$ cat config.mk
export PLATFORM = sky130hd
export DESIGN_NAME = sum_mean_div10
export DESIGN_NICKNAME = d
export VERILOG_FILES = /design/src/rtl/div_pkg.sv /design/src/rtl/div10_step.sv /design/src/rtl/sum_mean_div10.sv
export SDC_FILE = /design/constraint.sdc
export NUM_CORES = 1
export LEC_CHECK = 0
export BUFFER_PORTS_ARGS = -buffer_cell sky130_fd_sc_hd__buf_2
export CAP_MARGIN = 10
export CORE_UTILIZATION = 59
export DETAILED_ROUTE_END_ITERATION = 8
export GPL_ROUTABILITY_DRIVEN = 0
export PLACE_DENSITY = 0.88
export SKIP_LAST_GASP = 1
export SLEW_MARGIN = 15
export SYNTH_ARGS = -nofsm -noshare
export SYNTH_HDL_FRONTEND = slang
export SYNTH_SLANG_ARGS = --single-unit
$ cat constraint.sdc
create_clock -name clk -period 3.8 [get_ports clk]
set_clock_uncertainty 0.2 [all_clocks]
set_input_delay 0.38 -clock clk [delete_from_list [all_inputs] [get_ports clk]]
set_output_delay 0.38 -clock clk [all_outputs]
set_load 0.02 [all_outputs]
$ cat src/rtl/div_pkg.sv
// div_pkg: shared constants, state encoding and width helper for the divide-by-10 stage
package div_pkg;
  localparam int DIVISOR = 10;
  localparam int REM_W = 4;
  typedef enum logic [1:0] {IDLE = 2'd0, BUSY = 2'd1, DONE = 2'd2} state_t;
  function automatic int dividend_w(input int bitsize);
    return bitsize + 4;
  endfunction
endpackage

$ cat src/rtl/div10_step.sv
// div10_step: one restoring-division step by the constant 10
module div10_step
  import div_pkg::*;
(
  input  logic [REM_W:0]   t,
  output logic [REM_W-1:0] r_next,
  output logic             q_bit
);
  // t never exceeds 19, so t-10 always fits the narrower remainder
  always_comb begin
    q_bit = t >= (REM_W+1)'(DIVISOR);
    r_next = q_bit ? REM_W'(t - (REM_W+1)'(DIVISOR)) : t[REM_W-1:0];
  end
endmodule

$ cat src/rtl/sum_mean_div10.sv
// sum_mean_div10: multi-cycle x/10 with valid/ready on both sides and optional round-half-up
module sum_mean_div10
  import div_pkg::*;
#(
  parameter int BITSIZE = 4,
  parameter int ROUND = 0
) (
  input  logic               clk,
  input  logic               rst_n,
  input  logic               in_valid,
  output logic               in_ready,
  input  logic [BITSIZE+3:0] x,
  output logic               out_valid,
  input  logic               out_ready,
  output logic [BITSIZE:0]   quot,
  output logic [REM_W-1:0]   rem
);
  localparam int W = dividend_w(BITSIZE);
  localparam int CW = $clog2(W + 1);
  state_t state, state_nxt;
  logic [W-1:0] dvd;
  logic [BITSIZE:0] q, q_nxt;
  logic [REM_W-1:0] r, r_nxt;
  logic [CW-1:0] cnt;
  logic qb, accept, last, rnd;
  div10_step u_step (.t({r, dvd[W-1]}), .r_next(r_nxt), .q_bit(qb));
  // the quotient fits BITSIZE+1 bits, so bits shifted out the top are always zero
  assign q_nxt = {q[BITSIZE-1:0], qb};
  assign accept = in_valid && in_ready;
  assign last = state == BUSY && cnt == CW'(1);
  assign rnd = ROUND != 0 && r_nxt >= REM_W'(5);
  always_ff @(posedge clk or negedge rst_n) begin
    if (!rst_n) state <= IDLE;
    else state <= state_nxt;
  end
  always_comb begin
    state_nxt = state == IDLE ? (in_valid ? BUSY : IDLE) :
                state == BUSY ? (cnt == CW'(1) ? DONE : BUSY) :
                state == DONE ? (out_ready ? (in_valid ? BUSY : IDLE) : DONE) : IDLE;
  end
  always_comb begin
    in_ready = state == IDLE || (state == DONE && out_ready);
    out_valid = state == DONE;
  end
  always_ff @(posedge clk or negedge rst_n) begin
    if (!rst_n) begin
      dvd <= '0;
      q <= '0;
      r <= '0;
      cnt <= '0;
      quot <= '0;
      rem <= '0;
    end else if (accept) begin
      dvd <= x;
      q <= '0;
      r <= '0;
      cnt <= CW'(W);
    end else if (state == BUSY) begin
      dvd <= dvd << 1;
      q <= q_nxt;
      r <= r_nxt;
      cnt <= cnt - CW'(1);
      if (last) begin
        quot <= q_nxt + {{BITSIZE{1'b0}}, rnd};
        rem <= r_nxt;
      end
    end
  end
endmodule
# After elaboration in Yosys (flattened, before gate mapping)

Cells that the tools add are included.

Register bits: 31
Latch bits: 0
Memory bits (writable): 0
Bits in read-only memories: 0
Bits of input ports: 12
Word-level logic and storage cells: 36
Memories: 0

Add/subtract/negate cells: 2
Multipliers: 0
Div/mod/pow operators: 0
Order comparisons: 1
Eq/ne operators: 3
Shifts and indexed selects: 0
Muxes and demuxes: 15
Bitwise operators: 1
Reduce and logical (&&, ||, !) cells: 7

Operators by type and width:

| kind                                                              | count |
|---|---|
| two-way mux 4 bit                                                 | 7 |
| two-way mux 8 bit                                                 | 2 |
| two-way mux 2 bit                                                 | 5 |
| greater-or-equal comparator 5 x 4 -> 1 bit, second input constant | 1 |
| equality test 4 x 1 -> 1 bit, second input constant               | 1 |
| subtractor 4 x 1 -> 4 bit, second input constant                  | 1 |
| subtractor 4 bit, second input constant                           | 1 |
| logical AND 1 bit                                                 | 3 |
| AND reduction 3 bit                                               | 1 |
| equality test 2 x 1 -> 1 bit, second input constant               | 1 |
| equality test 2 bit, second input constant                        | 1 |
| logical NOT 2 bit                                                 | 1 |
| nonzero test 2 bit                                                | 1 |
| logical OR 1 bit                                                  | 1 |
| two-way mux 1 bit                                                 | 1 |
| NOT 1 bit                                                         | 1 |

# Longest topological paths before layout

Gate-level depths: netlist of the first run.

Depth in word-level cells: 6
Mapped depth: 6
Depth with buffers taken out: 5

# Cells and area by module

From an unflattened synthesis of the first run, not the netlist that was laid out.

Cells, all modules: 158
Area, all modules: 1,519.0 um^2

By module, submodules not included:

| module         | instances | cells each | area each (um^2) |
|---|---|---|---|
| sum_mean_div10 | 1         | 138        | 1,398.8 |
| div10_step     | 1         | 20         | 120.1 |

# Worst setup path after synthesis of the first run

Ideal clock, no wire load.

Kind: flip-flop to flip-flop
Start point: register cnt[1]
End point: register quot[4]
Library setup time: 0.125 ns
Arrival: 1.372 ns
Slack: 2.103 ns
Cell stages (with the launch flop): 7
Buffers on the path: 1
Path through: dfrtp_1 inv_1 ha_1 nor3b_4 and2_1 buf_4 mux2_4

Longest elaborated chain between the ends: 3

RTL lines:

| what                                 | line                 | source |
|---|---|---|
| start: declaration                   | sum_mean_div10.sv:24 | `logic [CW-1:0] cnt;` |
| start signal: assignment             | sum_mean_div10.sv:57 | `cnt <= CW'(W);` |
| start signal: assignment             | sum_mean_div10.sv:62 | `cnt <= cnt - CW'(1);` |
| equality test 4 x 1 -> 1 bit         | sum_mean_div10.sv:30 | `assign last = state == BUSY && cnt == CW'(1);` |
| logical AND 1 bit                    | sum_mean_div10.sv:30 |  |
| AND reduction 3 bit (no source line) | n/a                  |  |
| end signal: assignment               | sum_mean_div10.sv:64 | `quot <= q_nxt + {{BITSIZE{1'b0}}, rnd};` |
| end: declaration                     | sum_mean_div10.sv:15 | `output logic [BITSIZE:0] quot,` |

Every way passes these cells.
A chain may end at the register's enable or synchronous reset.

# Worst setup path in the final report of the first run

Ends and elaborated chain as after synthesis.

==> flow_summary.toml, run 1 <==
[die]
die_h_um = 52.6
die_area_um2 = 2770
fp.dieW_um = 52.6
core_um2 = 2320
initial_core_util_pct = 65.1
ios = 23
num_rows = 17

[finish]
multiInputGateArea_um2 = 651
fillCellCount = 177
fin_area_um2 = 1680
nNetsFinal = 174
final_core_util_pct = 72.6
area_delta_synth_final_pct = 11.4
ff_latch_area_um2 = 776
antenna-diode-count = 0
drive_above_1_share_pct = 23.3

[power]
power.switching_w = 0.000613
p_seq_share_pct = 39.6
p_int_w = 0.000920
swShare_pct = 40.0
pwr-share-comb_pct = 44.3
p_leak_nw = 0.815
p_clk_share_pct = 16.0
ir_drop_v = 0.000667
p_per_area_nw_per_um2 = 911
power.total_w = 0.00153

[synth]
synth.ff_latch_count = 31
syn-num-nets = 152
synth_top_area_share_pct = 51.4
synth.yosys.seq_area_share_pct = 51.4
yosys-top-cells-area = "dfrtp_1 (51%), a221o_1 (4.6%), and2_1 (4.1%), nand2_1 (2.7%), ha_1 (2.5%)"
synthMuxAreaShare_pct = 5.63
synth_area_per_cell_um2 = 11.0
yosys.area_share.simple_pct = 18.0
synthAdderAreaFrac_pct = 2.49
netlist_instances = 137
synth_top_family_by_area = "simple AND/OR/NAND/NOR gates"
ys_types = 44
synth-compound-area-share_pct = 16.4
synth_top_cell_by_area = "dfrtp_1"
synth_warnings = 0
ys.flop_type = "dfrtp_1"
synthesis.area_um2 = 1510
synth_edf_count = 0
synth_xor_area_share_pct = 0.580
synthArstFlopShare_pct = 100

[worst_setup_path]
rr_worst_depth = 5
worst_setup_path_start_kind = "flip-flop"
rrSetupSlack_ns = 1.92
crit_required_ns = 3.83
arrival_ns = 1.91
cp-end-kind = "flip-flop"
reg2reg_from = "cnt[1]"
cp_max_fo = 7
worstReg2RegEnd = "quot[4]"
crit_type = "reg -> reg"

[route]
num_vias = 1120
dr.pass1.iters = 4
post_drt_wl_per_cell_um = 15.9
ant_nets = 0
vias_per_cell = 5.99
drc = 0
drt-total-wl_um = 2970
drt-initial-drc-count = 19

[clocking]
cts-buffers-inserted = 5
cts_tree = "done"
cts_sinks = 31
cts_root_buffer = "clkbuf_4"
clk_latency_ns = 0.34
post_cts_buffers = 0
clk_pin_slew_ns = 0.10
htree_levels = 2
clockBufferDepth = 2

[min_path]
min_from = "x[7]"
hold_class = "in -> reg"
min_path_cells = 2
min_to = "dvd[7]"

[placed_design]
place_ws_ns = 1.93
io_buffers = 22
placed_area_um2 = 1600
dp_hpwl_um = 2020

[timing]
fin_setup_tns_ns = 0
finalCritPeriodShare_pct = 49.4
hold_viol = 0
report.final.slew_viol_count = 0
min_period_ns = 1.88
rsz0062_at_grt = "false"
setup_viol = 0
max_freq_ghz = 0.533
slew_headroom_pct = 39.7
worst_pin_slew_ns = 0.900
setup_slack_ns = 1.92

[global_route]
antenna_found_initial = 0
grt_pass1_vias = 1056
grt.total_usage_pct = 26.2
grt_max_degree = 32
grt-ovfl-total = 0
grt_pass1_wl_um = 4930

[status]
status = "finished clean"

[flow_run]
cap_viol_max_count = 0
[how the worst max path moves through the flow]
stage                 from      end  slack [ns]  cells after the start
floorplan           cnt[1]  quot[4]        2.10                      6
CTS                 cnt[1]  quot[4]        1.92                      5
global route        cnt[1]  quot[4]        1.81                      5
global placement    cnt[1]  quot[4]        2.03                      5
finish              cnt[1]  quot[4]        1.92                      5
detailed placement  cnt[1]  quot[4]        1.93                      5
[power groups by stage]
stage                     Clock (W)  Sequential [W]  Combinational (W)
after floorplan                   0        0.000621           0.000514
after detailed placement          0        0.000610           0.000676
after global placement            0        0.000601           0.000650
after global routing       0.000266        0.000627           0.000749
final                      0.000246        0.000608           0.000680
after CTS                  0.000249        0.000605           0.000680
[metrics by stage]
step           std cells  hold WS [ns]
2_1_floorplan        137        -0.116
3_3_place_gp         179         0.247
3_5_place_dp         179         0.255
4_1_cts              187        0.0644
5_1_grt              187        0.0563
6_report             187        0.0753
[routing by layer]
| layer | track usage, % | wire length, µm | up-vias | share of wire (%) |
|---|---|---|---|---|
| li1 | - | - | 531 | - |
| met1 | 34.4 | 1330 | 550 | 45 |
| met2 | 38.4 | 1440 | 34 | 48 |
| met3 | 8.99 | 145 | 5 | 4.9 |
| met4 | 12.7 | 59 | 0 | 2.0 |
| met5 | 0 | 0 | - | 0 |
[timing repair]
| item | 4_1_cts | 5_1_grt |
|---|---|---|
| hold buffers | 1 | 0 |
| resized for setup | 0 | 0 |
| hold endpoints to repair | 31 | 0 |
[kinds of logic (layout without fill, tap and decap cells)]
logic type | after synthesis | after routing
AND/OR/NAND/NOR | 45 | 45
flip-flops | 31 | 31
multiplexers | 7 | 7
AO/OA/AOI/OAI | 34 | 34
buffers and inverters | 16 | 38
XOR/XNOR | 1 | 1
adder cells (fa/ha/maj) | 3 | 3
[synth_stat cells, types with 3 or more instances]
| library cell | instances |
|---|---|
| a21oi_1 | 5 |
| inv_1 | 7 |
| buf_2 | 4 |
| a221o_1 | 7 |
| nand2b_1 | 3 |
| o22ai_1 | 3 |
| o21ai_0 | 3 |
| or3_1 | 3 |
| nand2_1 | 11 |
| nor2_1 | 6 |
| nor2b_1 | 3 |
| dfrtp_1 | 31 |
| and2_1 | 10 |
| mux2_1 | 3 |
| o31ai_1 | 3 |
| ha_1 | 3 |
[cell usage in the layout (no fill, tap or decap), types with 5 or more instances in the layout]
master,count
dfrtp_1,31
inv_1,7
and2_1,10
nor2_1,6
buf_2,22
a221o_1,7
a21oi_1,5
nand2_1,11
clkbuf_4,5
[registers in the layout (all words and copies together), names as in the netlist]
name	flops
rem	4
quot	5
q	4
state	2
dvd	8
r	4
cnt	4
[critical path, stage by stage, from the launching register on]
cell and delay, ns:
dfrtp_1 0.40, inv_1 0.09, ha_1 0.15, nor3b_4 0.29
and2_1 0.33, mux2_4 0.33
[final cells by class]
class | count | area share [%]
clock buffers | 6 | 2.45
well taps | 28 | 2.08
inverters | 8 | 1.78
multi-input cells | 90 | 38.7
clock inverters | 1 | 1.78
repair buffers | 23 | 7.14
flip-flops and latches | 31 | 46.1
No activity file was read; power rests on OpenSTA's default activity.
==> inputs of run 2 (changes only) <==
--- a/config.mk
+++ b/config.mk
@@ -7,10 +7,10 @@
 export LEC_CHECK = 0
 export BUFFER_PORTS_ARGS = -buffer_cell sky130_fd_sc_hd__buf_2
 export CAP_MARGIN = 10
-export CORE_UTILIZATION = 59
+export CORE_UTILIZATION = 55
 export DETAILED_ROUTE_END_ITERATION = 8
 export GPL_ROUTABILITY_DRIVEN = 0
-export PLACE_DENSITY = 0.88
+export PLACE_DENSITY = 0.84
 export SKIP_LAST_GASP = 1
 export SLEW_MARGIN = 15
 export SYNTH_ARGS = -nofsm -noshare
==> constraint.sdc (replaced) <==
create_clock -name clk -period 1.8 [get_ports clk]
set_clock_uncertainty 0.2 [all_clocks]
set_input_delay 0.18 -clock clk [delete_from_list [all_inputs] [get_ports clk]]
set_output_delay 0.18 -clock clk [all_outputs]
set_load 0.02 [all_outputs]
==> flow_summary.toml, run 2 (synthesis gave the netlist of run 1 again) <==
[finish]
reg_top3 = "dvd x8, quot x5"
mostFrequentLayoutCells = "dfrtp_1 (31), buf_2 (22), nand2_1 (11), dlygate4sd3_1 (10), and2_1 (9)"
layout_commonest_cell = "dfrtp_1"
drive_above_1_share_pct = 26.9
regMostFlops = "dvd"
nNetsFinal = 189
fin_cells = 205
fillCellCount = 191
ff_latch_area_um2 = 776
antenna-diode-count = 0
multiInputGateArea_um2 = 658
final_core_util_pct = 71.9
largest_reg_flops = 8
area_delta_synth_final_pct = 21.1

[global_route]
antenna_found_initial = 0
grt-ovfl-total = 0
grt_pass1_wl_um = 5090
grt_pass1_vias = 1112
grt_max_degree = 32
grt.total_usage_pct = 25.6

[timing]
whs_ns = 0.110
min_period_ns = 1.71
finalCritPeriodShare_pct = 94.9
rsz0062_at_grt = "true"
hold_viol = 0
worst_pin_slew_ns = 0.678
max_freq_ghz = 0.586
report.final.slew_viol_count = 0
slew_headroom_pct = 54.8
setup_viol = 0

[clocking]
post_cts_buffers = 0
cts_root_buffer = "clkbuf_4"
htree_levels = 2
cts_sinks = 31
cts-buffers-inserted = 5
clk_latency_ns = 0.35
clockBufferDepth = 2
clk_pin_slew_ns = 0.10
cts_tree = "done"

[route]
drt-total-wl_um = 3200
dr.pass1.iters = 4
post_drt_wl_per_cell_um = 15.6
ant_nets = 0
drc = 0
num_vias = 1179
vias_per_cell = 5.75
drt-initial-drc-count = 27

[die]
core_um2 = 2540
die_area_um2 = 2960
fp.dieW_um = 54.4
num_rows = 18
initial_core_util_pct = 59.3
die_h_um = 54.4
ios = 23

[worst_setup_path]
arrival_ns = 1.79
cp-end-kind = "flip-flop"
crit_type = "reg -> reg"
worst_setup_path_start_kind = "flip-flop"
cp_max_fo = 5
crit_required_ns = 1.88

[flow_run]
cap_viol_max_count = 0

[power]
p_leak_nw = 0.885
p_per_area_nw_per_um2 = 1810
power.total_w = 0.00332
ir_drop_v = 0.00137

[placed_design]
dp_hpwl_um = 2150
io_buffers = 22
placed_cells_incl_taps = 187

[status]
status = "finished clean"

[min_path]
hold_class = "in -> reg"
run 2: area by class of cell:
class	count	area share (%)
Clock buffer	7	3.56
Sequential cell	31	42.4
Timing Repair Buffer	38	14.0
Clock inverter	1	0.410
Tap cell	30	2.05
Inverter	8	1.64
Multi-Input combinational cell	90	36.0
run 2: report_power, final:
group	total [W]	switching, W	internal [W]
registers	0.00128	0.000262	0.00101
clock network	0.000485	0.000257	0.000228
logic	0.00155	0.000833	0.000722
total	0.00332	0.00135	0.00196
run 2: worst max-delay path: stages, from the launching register on:
cell      delay (ns)
dfrtp_1         0.42
inv_1           0.08
ha_1            0.25
nand2b_1        0.21
a221oi_2        0.30
a22o_1          0.19
run 2: metal layers:
layer	vias to the layer above	wire length, µm	GRT usage (%)
met2	32	1580	39.8
met3	5	124	8.61
li1	557	-	-
met5	-	0	0
met1	585	1450	32.0
met4	0	49	11.5
run 2: timing repair:
| item | in CTS | in global routing |
|---|---|---|
| hold buffers | 10 | 0 |
| hold endpoints to repair | 40 | 0 |
| endpoints found under the setup margin | 0 | 5 |
| resized for setup | 0 | 2 |
run 2: path summary, 6_finish.rpt:
| kind | from | endpoint | slack [ns] | cells after the start |
|---|---|---|---|---|
| setup / recovery | r[0] | r[1] | 0.09 | 5 |
| hold reg to reg | quot[1] | quot[1] | 0.30 | 1 |
| hold / removal | in_valid | r[2] | 0.11 | 4 |
| setup reg to reg | r[0] | r[1] | 0.09 | 5 |
| min in group asynchronous | rst_n | cnt[3] | 0.19 | 2 |
| max in group asynchronous | rst_n | state[1] | 0.76 | 2 |
run 2: per-stage QoR:
stage                     setup slack (ns)  cell area [µm²]  setup TNS [ns]
after detailed placement            0.0586             1650               0
after floorplan                      0.103             1510               0
after CTS                           0.0318             1820               0
after global placement               0.101             1650               0
after global routing              -0.00526             1830        -0.00731
final                               0.0924             1830               0
